`src/rtl/load_store_unit.sv`:
```
// Purpose : RV32I load/store sequencer that drives a single-outstanding valid/ready data bus (RAM + UART MMIO).
// Latency : a fault completes 1 cycle after the request; a bus access completes 2 cycles after it, plus 1 per wait state.
// Backpress: stall is held while an op is in flight; a bus request holds its fields until bus_ready or timeout.
//
// Ports:
//   clk, reset                      rising-edge clock, asynchronous active-high reset
//   req_valid/write/funct3/addr/wdata  one memory op from MEM, held stable while stall=1
//   stall, done                     pipeline freeze (combinational) and one-cycle completion pulse
//   MemData                         extended load result, valid from the done cycle onward
//   fault, fault_cause              01 misaligned, 10 illegal funct3, 11 bus timeout; valid with done
//   bus_valid/we/addr/be/wdata      bus request (registered)
//   bus_ready, bus_rdata            bus response
module load_store_unit #(
    parameter int TIMEOUT_CYCLES = 255
) (
    input  logic        clk,
    input  logic        reset,
    input  logic        req_valid,
    input  logic        req_write,
    input  logic [2:0]  req_funct3,
    input  logic [31:0] req_addr,
    input  logic [31:0] req_wdata,
    output logic        stall,
    output logic        done,
    output logic [31:0] MemData,
    output logic        fault,
    output logic [1:0]  fault_cause,
    output logic        bus_valid,
    output logic        bus_we,
    output logic [31:0] bus_addr,
    output logic [3:0]  bus_be,
    output logic [31:0] bus_wdata,
    input  logic        bus_ready,
    input  logic [31:0] bus_rdata
);

    localparam int CW = (TIMEOUT_CYCLES < 1) ? 1 : $clog2(TIMEOUT_CYCLES + 1);

    typedef enum logic [1:0] {
        S_IDLE,
        S_BUS,
        S_RESP
    } state_t;

    state_t         state;
    logic [2:0]     op_funct3;
    logic [1:0]     op_lane;
    logic [CW-1:0]  wait_cnt;

    logic           illegal;
    logic           misaligned;
    logic [3:0]     st_be;
    logic [31:0]    st_wdata;
    logic [7:0]     ld_byte;
    logic [15:0]    ld_half;
    logic [31:0]    ld_data;
    logic           timeout_hit;

    assign stall = req_valid & ~done;

    // Request decode. Stores only have the three signed widths; the
    // unsigned encodings are load-only.
    always_comb begin
        illegal = 1'b0;
        case (req_funct3)
            3'b000, 3'b001, 3'b010: illegal = 1'b0;
            3'b100, 3'b101:         illegal = req_write;
            default:                illegal = 1'b1;
        endcase
        misaligned = ((req_funct3[1:0] == 2'b01) && req_addr[0]) ||
                     ((req_funct3[1:0] == 2'b10) && (req_addr[1:0] != 2'b00));
    end

    // Store lane placement: data is replicated across the word so the
    // byte enables alone select the target lane.
    always_comb begin
        st_be    = 4'b1111;
        st_wdata = 32'h0;
        if (req_write) begin
            case (req_funct3[1:0])
                2'b00: begin
                    st_be    = 4'b0001 << req_addr[1:0];
                    st_wdata = {4{req_wdata[7:0]}};
                end
                2'b01: begin
                    st_be    = req_addr[1] ? 4'b1100 : 4'b0011;
                    st_wdata = {2{req_wdata[15:0]}};
                end
                default: begin
                    st_be    = 4'b1111;
                    st_wdata = req_wdata;
                end
            endcase
        end
    end

    // Load extraction from the response word using the registered lane.
    always_comb begin
        ld_byte = bus_rdata[{op_lane, 3'b000} +: 8];
        ld_half = op_lane[1] ? bus_rdata[31:16] : bus_rdata[15:0];
        case (op_funct3)
            3'b000:  ld_data = {{24{ld_byte[7]}}, ld_byte};
            3'b100:  ld_data = {24'h0, ld_byte};
            3'b001:  ld_data = {{16{ld_half[15]}}, ld_half};
            3'b101:  ld_data = {16'h0, ld_half};
            default: ld_data = bus_rdata;
        endcase
    end

    assign timeout_hit = (TIMEOUT_CYCLES != 0) && (wait_cnt == CW'(TIMEOUT_CYCLES));

    always_ff @(posedge clk or posedge reset) begin
        if (reset) begin
            state       <= S_IDLE;
            op_funct3   <= 3'b000;
            op_lane     <= 2'b00;
            wait_cnt    <= '0;
            bus_valid   <= 1'b0;
            bus_we      <= 1'b0;
            bus_addr    <= 32'h0;
            bus_be      <= 4'h0;
            bus_wdata   <= 32'h0;
            done        <= 1'b0;
            fault       <= 1'b0;
            fault_cause <= 2'b00;
            MemData     <= 32'h0;
        end else begin
            done        <= 1'b0;
            fault       <= 1'b0;
            fault_cause <= 2'b00;
            case (state)
                S_IDLE: begin
                    if (req_valid) begin
                        if (illegal || misaligned) begin
                            // Illegal encoding takes priority over alignment.
                            state       <= S_RESP;
                            done        <= 1'b1;
                            fault       <= 1'b1;
                            fault_cause <= illegal ? 2'b10 : 2'b01;
                            if (!req_write) MemData <= 32'h0;
                        end else begin
                            state     <= S_BUS;
                            bus_valid <= 1'b1;
                            bus_we    <= req_write;
                            bus_addr  <= {req_addr[31:2], 2'b00};
                            bus_be    <= st_be;
                            bus_wdata <= st_wdata;
                            op_funct3 <= req_funct3;
                            op_lane   <= req_addr[1:0];
                            wait_cnt  <= '0;
                        end
                    end
                end
                S_BUS: begin
                    // A ready on the timeout edge still completes normally.
                    if (bus_ready) begin
                        state     <= S_RESP;
                        bus_valid <= 1'b0;
                        done      <= 1'b1;
                        if (!bus_we) MemData <= ld_data;
                    end else if (timeout_hit) begin
                        state       <= S_RESP;
                        bus_valid   <= 1'b0;
                        done        <= 1'b1;
                        fault       <= 1'b1;
                        fault_cause <= 2'b11;
                        if (!bus_we) MemData <= 32'h0;
                    end else begin
                        wait_cnt <= wait_cnt + 1'b1;
                    end
                end
                S_RESP: begin
                    state <= S_IDLE;
                end
                default: begin
                    state <= S_IDLE;
                end
            endcase
        end
    end

endmodule

```
`config.mk`:
```
export PLATFORM = sky130hd
export DESIGN_NAME = load_store_unit
export DESIGN_NICKNAME = d
export VERILOG_FILES = /design/src/rtl/load_store_unit.sv
export SDC_FILE = /design/constraint.sdc
export NUM_CORES = 1
export LEC_CHECK = 0
export ABC_CLOCK_PERIOD_IN_PS = 5190
export BUFFER_PORTS_ARGS = -buffer_cell sky130_fd_sc_hd__buf_2
export CAP_MARGIN = 30
export CELL_PAD_IN_SITES_DETAIL_PLACEMENT = 0
export CELL_PAD_IN_SITES_GLOBAL_PLACEMENT = 1
export CORE_MARGIN = 2
export CORE_UTILIZATION = 37
export CTS_CLUSTER_DIAMETER = 80
export CTS_CLUSTER_SIZE = 28
export DETAILED_ROUTE_END_ITERATION = 10
export GPL_ROUTABILITY_DRIVEN = 0
export PLACE_DENSITY_LB_ADDON = 0.1
export SYNTH_ARGS = -nofsm -noshare
export SYNTH_HDL_FRONTEND = slang
export SYNTH_SLANG_ARGS = --single-unit
```
`constraint.sdc`:
```
create_clock -name clk -period 5.19 [get_ports clk]
set_clock_uncertainty 0.1 [all_clocks]
set_input_delay 1.038 -clock clk [delete_from_list [all_inputs] [get_ports clk]]
set_output_delay 1.038 -clock clk [all_outputs]
set_load 0.1 [all_outputs]
```
==> run summary, run 1 <==
Most frequent cell after synthesis = nand2_1
Clock-pin slew on the worst setup and hold paths = 0.06 ns
Max-Cap Viols = 0
Bufs and invs on worst path = 2
Period utilization = 0.601
Largest net degree at the start of global routing = 71
Synth area leader = dfrtp_1
Seq cells post-synth = 119
Cell family with most CP delay = buffers and inverters
Clk sinks = 119
Die Y = 128 um
Die area = 16500 um^2
Clk buf depth = 2
Simple-Gate Fraction of Synth Area = 0.166
Slowest stage delay, CP = 0.69 ns
Mapped cell area = 5730 um^2
Fmax = 0.320 GHz
Initial antenna violation count = 1
Status = complete, no violations
H-Tree Depth = 4
DRC errors left = 0
Top_reg_cell synth = dfrtp_1
Adder-cell share of the synthesized area = 0.00218
Clock root cell = clkbuf_16
Sequential area share after synthesis = 0.520
Post-route ant nets = 0
Ys async rst share = 1.00
CTS Buf Count = 17
Register area = 2980 um^2
# rows = 45
Critical path fanouts, max = 32
Tightest Hold Check Type = reg -> reg
Via/cell ratio = 5.15
RSZ-0062 raised after global routing = false
1st-pass router iterations = 4
Post-layout nets = 896
Multi-input logic area = 2500 um^2
PostCTS Resize Cnt = 0
Congestion Overflow GR = 0
Max-slew violation count = 0
Initial Util = 0.378
Setup tns final = 0 ns
Met3 WL = 1300 um
CP required = 5.39 ns
Met1 WL = 7220 um
Initial DRC count = 234
Placed Area = 6910 um^2
Startpoint types = input pin
Die width = 128 um
Endpoints failing hold = 0
Via total after detailed routing = 5105
Critical-path cell list = buf_2 > clkinv_1 > nor2_1 > a311o_2 > mux2_2
Post-Synth XOR/XNOR Area = 0.00306
Clock Latency Late Sink = 0.41 ns
GR Util All Layers = 0.202
Post-CTS Setup Inserts = 0
Routed wire length = 16300 um
Worst R2R Setup Slack = 2.26 ns
Fillers = 1452
N_diodes = 0
Main combinational cell family by area after synthesis = compound AO/OA/AOI/OAI gates
Hold Buf Count CTS = 0
# setup viols final = 0
Syn Area/Cell = 9.53 um^2
Final hold slack = 0.369 ns
Post-synthesis mux area share = 0.0863
CP Capture Type = flop
Met2 Wirelength = 7550 um
Post-synthesis cell count = 601
CTS tree = yes
Share of layout cells above drive strength 1 = 0.335
Data arrival, critical path = 3.32 ns
Detailed placement HPWL = 11700 um
Top cells by area, synth = dfrtp_1 52%, nand2_1 11%, mux2i_1 5.9%, o31ai_1 3.3%, a21oi_1 3.2%
Compound-Gate Fraction of Synth Area = 0.175
Ys Warns = 0
Yosys top cell area share = 0.520
Worst-margin pin slew = 0.916 ns
CP Class = in -> reg
Pre-CTS setup slack = 1.60 ns
Final worst slack = 2.07 ns
Top cells by count, synth = 165 x nand2_1, 119 x dfrtp_1, 37 x a21oi_1
Max-slew headroom = 0.389
Min Tclk post-route = 3.12 ns
Vias in the first global route = 5130
Number of enable flip-flop cells after synthesis = 0
Synth unique cells = 57
Slowest cell on the critical path = a311o_2
Cell area after layout = 7560 um^2
First-pass GRT wire length = 25900 um
# IOs = 211
Wirelength per Cell = 16.5 um
Top Layer Used = met5
Core region area = 15100 um^2
IO Port Bufs = 208
Layout area overhead = 32.1%
## worst reg2reg max path: stages, from the launching register on
cell and delay [ns]:
dfrtp_1 0.94, mux4_2 0.63, a211oi_1 0.28, nor2_2 0.15, nand2_1 0.52, o2bb2ai_1 0.17
## state kept, by name, indices dropped and copies added, names as in the netlist, 3 cells and up
signal and cells:
bus_be 4, MemData 32, wait_cnt 8, bus_addr 30
op_funct3 3, bus_wdata 32
## layout make-up
type                       instances  area share
sequential                       119       0.394
tap                              188      0.0311
clock buffer                      20      0.0604
multi-input combinational        420       0.330
inverter                          20      0.0103
clock inverter                    12      0.0263
timing repair buffer             213       0.148
## placed cells by master, fill, tap and decap left out, drive strengths merged, types with 5 or more instances in the layout
cell | synthesis | final
o21ai | 22 | 22
buf | 11 | 213
mux2i | 34 | 34
o22ai | 8 | 8
nor2 | 28 | 28
o2bb2ai | 17 | 17
dfrtp | 119 | 119
nor2b | 7 | 7
inv | 19 | 19
nand2 | 166 | 166
a21oi | 37 | 37
o31ai | 25 | 25
o211a | 7 | 7
mux2 | 8 | 8
o221ai | 7 | 7
clkbuf | 32 | 20
a211oi | 6 | 6
bufinv | 0 | 5
## path summary, 6_finish.rpt
kind                                          from                        end  cells past startpoint
setup / recovery                         req_write     MemData[1]$_DFFE_PP0P_                      5
setup reg to reg            op_lane[1]$_DFFE_PP0P_    MemData[27]$_DFFE_PP0P_                      5
max in group asynchronous                    reset  bus_wdata[18]$_DFFE_PP0P_                      3
hold / removal             bus_addr[8]$_DFFE_PP0P_    bus_addr[8]$_DFFE_PP0P_                      2
hold reg to reg            bus_addr[8]$_DFFE_PP0P_    bus_addr[8]$_DFFE_PP0P_                      2
min in group asynchronous                    reset    wait_cnt[7]$_DFFE_PP0P_                      2
## metal layers
| layer | track usage | vias to the layer above |
|---|---|---|
| li1 | - | 2458 |
| met1 | 0.258 | 2457 |
| met2 | 0.317 | 165 |
| met3 | 0.0736 | 23 |
| met4 | 0.0711 | 2 |
| met5 | 0 | - |
## cell families after synthesis
logic type	count (synthesis)
DFF	119
xor gates and xnor gates	2
muxes	44
buffers and inverters	63
other	1
adders and majority gates	1
AOI/OAI and AO/OA	145
and+or+nand+nor	226
## metrics by stage
| stage | utilization | cells |
|---|---|---|
| after floorplan | - | 602 |
| after global placement | 0.452 | 957 |
| after detailed placement | 0.456 | 960 |
| after CTS | 0.499 | 992 |
| after global routing | 0.499 | 992 |
| final | 0.499 | 992 |
Power of run 1 is not shown: default switching activity piles up to over one toggle a cycle in this logic, so the estimate is an artifact.
==> run 2: changes to the inputs <==
--- a/config.mk
+++ b/config.mk
@@ -5,13 +5,13 @@
 export SDC_FILE = /design/constraint.sdc
 export NUM_CORES = 1
 export LEC_CHECK = 0
-export ABC_CLOCK_PERIOD_IN_PS = 5190
+export ABC_CLOCK_PERIOD_IN_PS = 2800
 export BUFFER_PORTS_ARGS = -buffer_cell sky130_fd_sc_hd__buf_2
 export CAP_MARGIN = 30
 export CELL_PAD_IN_SITES_DETAIL_PLACEMENT = 0
 export CELL_PAD_IN_SITES_GLOBAL_PLACEMENT = 1
 export CORE_MARGIN = 2
-export CORE_UTILIZATION = 37
+export CORE_UTILIZATION = 33
 export CTS_CLUSTER_DIAMETER = 80
 export CTS_CLUSTER_SIZE = 28
 export DETAILED_ROUTE_END_ITERATION = 10
==> constraint.sdc (replaced) <==
create_clock -name clk -period 2.8 [get_ports clk]
set_clock_uncertainty 0.1 [all_clocks]
set_input_delay 0.56 -clock clk [delete_from_list [all_inputs] [get_ports clk]]
set_output_delay 0.56 -clock clk [all_outputs]
set_load 0.1 [all_outputs]
==> run summary, run 2 (same netlist as run 1, synthesis figures left out) <==
Status = complete, no violations (unchanged)
Routed wire length = 17100 um (was 16300 um)
Fillers = 1730 (was 1452)
Clock-pin slew on the worst setup and hold paths = 0.06 ns (about the same)
Core region area = 17100 um^2 (was 15100 um^2)
# setup viols final = 0 (unchanged)
Hold Buf Count CTS = 0 (unchanged)
Initial Util = 0.335 (was 0.378)
GR Layer Usage met3 = 0.0730 (was 0.0736)
Period utilization = 0.862
Die width = 136 um (was 128 um)
First-pass GRT wire length = 26800 um (was 25900 um)
Clk sinks = 119 (unchanged)
Met1 usage = 0.239 (was 0.258)
Via/cell ratio = 4.95 (was 5.15)
Die Y = 136 um (was 128 um)
Top Registers = MemData x32, bus_wdata x32, bus_addr x30 (unchanged)
Wirelength per Cell = 16.4 um (was 16.5 um)
Largest net degree at the start of global routing = 120 (was 71)
Layout area overhead = 34.5% (was 32.1%)
Share of layout cells above drive strength 1 = 0.348 (was 0.335)
Fmax = 0.414 GHz
Global routing's busiest layer = met2 (unchanged)
PostCTS Resize Cnt = 0 (unchanged)
CTS Buf Count = 17 (unchanged)
GR Util All Layers = 0.188 (was 0.202)
# rows = 48 (was 45)
Clk buf depth = 2 (unchanged)
IO Port Bufs = 208 (unchanged)
Startpoint types = flop (was input pin)
Critical path fanouts, max = 16 (was 32)
# IOs = 211 (unchanged)
Most frequent cells in the layout = 208 x buf_2, 165 x nand2_1, 119 x dfrtp_1 (unchanged)
RSZ-0062 raised after global routing = false (unchanged)
Min Tclk post-route = 2.41 ns
Detailed placement HPWL = 12300 um (was 11700 um)
Endpoints failing hold = 0 (unchanged)
Commonest non-fill, non-tap cell in the layout = buf_2 (unchanged)
Initial DRC count = 213 (was 234)
Post-CTS Setup Inserts = 0 (unchanged)
Data arrival, critical path = 2.60 ns (was 3.32 ns)
Post-layout nets = 910 (was 896)
Setup tns final = 0 ns (unchanged)
Max-Cap Viols = 0 (unchanged)
1st-pass router iterations = 4 (unchanged)
CTS tree = yes (unchanged)
Worst-margin pin slew = 0.694 ns (was 0.916 ns)
H-Tree Depth = 4 (unchanged)
Via total after detailed routing = 5172 (was 5105)
Vias in the first global route = 5180 (was 5130)
Max-slew violation count = 0 (unchanged)
Clock Latency Late Sink = 0.41 ns (about the same)
Initial antenna violation count = 2 (was 1)
Die area = 18400 um^2 (was 16500 um^2)
Clock root cell = clkbuf_16 (unchanged)
CP Capture Type = flop (unchanged)
Congestion Overflow GR = 0 (unchanged)
Max-slew headroom = 0.526 (was 0.389)
Tightest Hold Check Type = in -> async (was reg -> reg)
Post-route ant nets = 0 (unchanged)
Grt met2 use = 0.296 (was 0.317)
DRC errors left = 0 (unchanged)
CP Class = reg -> reg (was in -> reg)
CP required = 2.99 ns (was 5.39 ns)
-- run 2: layer usage --
| layer | wire [um] | share of wire |
|---|---|---|
| met1 | 7410 | 0.43 |
| met2 | 7970 | 0.47 |
| met3 | 1450 | 0.085 |
| met4 | 249 | 0.015 |
| met5 | 11 | 0.00064 |
-- run 2: area by class of cell --
class                   instances  area [um^2]  area share
diodes                          1         2.50    0.000325
clock buffers                  17          425      0.0552
clock inverters                15          225      0.0292
inverters                      20         78.8      0.0102
multi-input cells             420         2500       0.325
flip-flops and latches        119         2980       0.387
well taps                     225          282      0.0365
repair buffers                227         1210       0.157
-- run 2: path summary, 6_finish.rpt --
kind	start	to	slack [ns]	cells after the start
max in group asynchronous	reset	bus_wdata[4]$_DFFE_PP0P_	1.87	3
max	wait_cnt[0]$_DFFE_PP0P_	MemData[24]$_DFFE_PP0P_	0.39	7
min reg2reg	bus_addr[6]$_DFFE_PP0P_	bus_addr[6]$_DFFE_PP0P_	0.37	2
min in group clk	req_addr[28]	bus_addr[28]$_DFFE_PP0P_	0.24	3
max reg2reg	wait_cnt[0]$_DFFE_PP0P_	MemData[24]$_DFFE_PP0P_	0.39	7
min	reset	MemData[30]$_DFFE_PP0P_	0.22	3
-- run 2: per-stage QoR --
| step | area, um^2 | setup slack, ns | util | std cells | hold WS [ns] |
|---|---|---|---|---|---|
| after CTS | 7700 | 0.390 | 0.450 | 1043 | 0.218 |
| after detailed placement | 7050 | 0.0201 | 0.412 | 1011 | 0.357 |
| final | 7700 | 0.387 | 0.450 | 1044 | 0.219 |
| after global placement | 7040 | 0.0980 | 0.411 | 1010 | 0.352 |
| after global routing | 7700 | 0.222 | 0.450 | 1044 | 0.218 |
| after floorplan | 5740 | 0.452 | - | 602 | 0.410 |
-- run 2: worst max-delay path, stage by stage, from the launching register on --
cell and delay (ns):
dfrtp_1 0.37, ha_1 0.26, nand3_1 0.16, o21bai_2 0.28, a2bb2oi_2 0.12, a311o_2 0.55
buf_4 0.29, o2bb2ai_1 0.14
Power of run 2 is left out for the same reason.
==> run 3: changes to the inputs <==
--- a/config.mk
+++ b/config.mk
@@ -16,7 +16,7 @@
 export CTS_CLUSTER_SIZE = 28
 export DETAILED_ROUTE_END_ITERATION = 10
 export GPL_ROUTABILITY_DRIVEN = 0
-export PLACE_DENSITY_LB_ADDON = 0.1
+export PLACE_DENSITY_LB_ADDON = 0.12
 export SYNTH_ARGS = -nofsm -noshare
 export SYNTH_HDL_FRONTEND = slang
 export SYNTH_SLANG_ARGS = --single-unit
==> run summary, run 3 (same netlist as run 1, synthesis figures left out) <==
Initial DRC count = 289 (was 213)
Most frequent cells in the layout = 208 x buf_2, 165 x nand2_1, 119 x dfrtp_1 (unchanged)
Clock root cell = clkbuf_16 (unchanged)
N_diodes = 0 (was 1)
Wirelength per Cell = 16.5 um (was 16.4 um)
Die width = 136 um (unchanged)
PostCTS Resize Cnt = 0 (unchanged)
Die Y = 136 um (unchanged)
Routed wire length = 17300 um (was 17100 um)
Max-slew headroom = 0.551 (was 0.526)
Critical path fanouts, max = 5 (was 16)
Tightest Hold Check Type = in -> async (unchanged)
Via total after detailed routing = 5167 (was 5172)
# setup viols final = 0 (unchanged)
# rows = 48 (unchanged)
Worst-margin pin slew = 0.674 ns (was 0.694 ns)
First-pass GRT wire length = 26600 um (was 26800 um)
RSZ-0062 raised after global routing = false (unchanged)
Data arrival, critical path = 2.46 ns (was 2.60 ns)
Slowest cell on the critical path = a2111oi_0 (was a311o_2)
Clk sinks = 119 (unchanged)
Critical R2R Capture = wait_cnt[6]$_DFFE_PP0P_ (was MemData[24]$_DFFE_PP0P_)
# IOs = 211 (unchanged)
Multi-input logic area = 2500 um^2 (unchanged)
Post-CTS Setup Inserts = 0 (unchanged)
IO Port Bufs = 208 (unchanged)
Clock-pin slew on the worst setup and hold paths = 0.05 ns (was 0.06 ns)
Congestion Overflow GR = 0 (unchanged)
Fmax = 0.443 GHz (was 0.414 GHz)
Post-route ant nets = 0 (unchanged)
Clk buf depth = 2 (unchanged)
Via/cell ratio = 4.94 (was 4.95)
Core region area = 17100 um^2 (unchanged)
GR Util All Layers = 0.188 (about the same)
1st-pass router iterations = 4 (unchanged)
Top Registers = MemData x32, bus_wdata x32, bus_addr x30 (unchanged)
Bufs and invs on worst path = 1 (unchanged)
Commonest non-fill, non-tap cell in the layout = buf_2 (unchanged)
Cell family with most CP delay = compound AO/OA/AOI/OAI gates (unchanged)
CTS Buf Count = 17 (unchanged)
Min Tclk post-route = 2.26 ns (was 2.41 ns)
Layout area overhead = 34.3% (was 34.5%)
CTS tree = yes (unchanged)
Share of layout cells above drive strength 1 = 0.348 (about the same)
Initial Util = 0.335 (unchanged)
CP required = 3.00 ns (was 2.99 ns)
Startpoint types = flop (unchanged)
Clock Latency Late Sink = 0.41 ns (about the same)
R2R depth = 7 (unchanged)
Status = complete, no violations (unchanged)
Endpoints failing hold = 0 (unchanged)
DRC errors left = 0 (unchanged)
Max-slew violation count = 0 (unchanged)
Hold Buf Count CTS = 0 (unchanged)
Setup tns final = 0 ns (unchanged)
Fillers = 1728 (was 1730)
CP Class = reg -> reg (unchanged)
Detailed placement HPWL = 12500 um (was 12300 um)
R2R Path Start = wait_cnt[0]$_DFFE_PP0P_ (unchanged)
Critical-path cell list = ha_1 > nand3_1 > o21bai_2 > buf_4 > a2111oi_0 > a21oi_1 > a31o_2 (was ha_1 > nand3_1 > o21bai_2 > a2bb2oi_2 > a311o_2 > buf_4 > o2bb2ai_1)
Die area = 18400 um^2 (unchanged)
Worst R2R Setup Slack = 0.54 ns (was 0.39 ns)
H-Tree Depth = 4 (unchanged)
Register area = 2980 um^2 (unchanged)
Largest net degree at the start of global routing = 120 (unchanged)
Vias in the first global route = 5031 (was 5180)
Period utilization = 0.806 (was 0.862)
CP Capture Type = flop (unchanged)
Post-layout nets = 912 (was 910)
Slowest stage delay, CP = 0.59 ns (was 0.55 ns)
Initial antenna violation count = 1 (was 2)
Max-Cap Viols = 0 (unchanged)
-- run 3: cell count changes in the layout (fill, tap and decap cells not counted), sizes merged, moves of 2 or more --
| cell | delta |
|---|---|
| clkinv | -4 |
| inv | -2 |
| bufinv | -3 |
| buf | +2 |
| clkbuf | +8 |
-- run 3: final cells by class --
| type | instances | area share |
|---|---|---|
| Sequential cell | 119 | 0.387 |
| Multi-Input combinational cell | 420 | 0.325 |
| Timing Repair Buffer | 229 | 0.162 |
| Clock buffer | 25 | 0.0670 |
| Tap cell | 225 | 0.0366 |
| Clock inverter | 7 | 0.0117 |
| Inverter | 20 | 0.0102 |
-- run 3: worst register-to-register path, cell delays in order, from the launching register on --
cell and delay, ns:
dfrtp_1 0.40, ha_1 0.27, nand3_1 0.16, o21bai_2 0.10, buf_4 0.17, a2111oi_0 0.59, a21oi_1 0.14, a31o_2 0.23
-- run 3: how the worst max path moves through the flow --
stage                            startpoint                       to  slack (ns)  depth (start not counted)
floorplan                    done$_DFF_PP0_                    stall        0.45                          1
global placement                req_addr[1]  MemData[13]$_DFFE_PP0P_        0.17                          6
detailed placement              req_addr[1]   MemData[2]$_DFFE_PP0P_        0.14                          7
CTS                 wait_cnt[0]$_DFFE_PP0P_   MemData[2]$_DFFE_PP0P_        0.55                          7
global route        wait_cnt[0]$_DFFE_PP0P_  wait_cnt[6]$_DFFE_PP0P_        0.34                          7
finish              wait_cnt[0]$_DFFE_PP0P_  wait_cnt[6]$_DFFE_PP0P_        0.54                          7
-- run 3: metal layers --
metal,up-vias,wire length [um],global-route usage,part of all wire
met3,23,1210,0.0561,0.070
met4,0,261,0.0683,0.015
met2,168,8150,0.292,0.47
met5,-,0,0,0
met1,2480,7650,0.248,0.44
li1,2496,-,-,-
-- run 3: per-stage QoR --
stage | std cells | worst slack (ns) | hold WS (ns) | util | instance area (um^2)
final | 1045 | 0.544 | 0.220 | 0.450 | 7690
after global routing | 1045 | 0.343 | 0.228 | 0.450 | 7690
after CTS | 1045 | 0.554 | 0.220 | 0.450 | 7690
after detailed placement | 1013 | 0.136 | 0.357 | 0.414 | 7090
after global placement | 1013 | 0.172 | 0.353 | 0.414 | 7090
after floorplan | 602 | 0.452 | 0.410 | - | 5740
Power of run 3 is left out for the same reason.
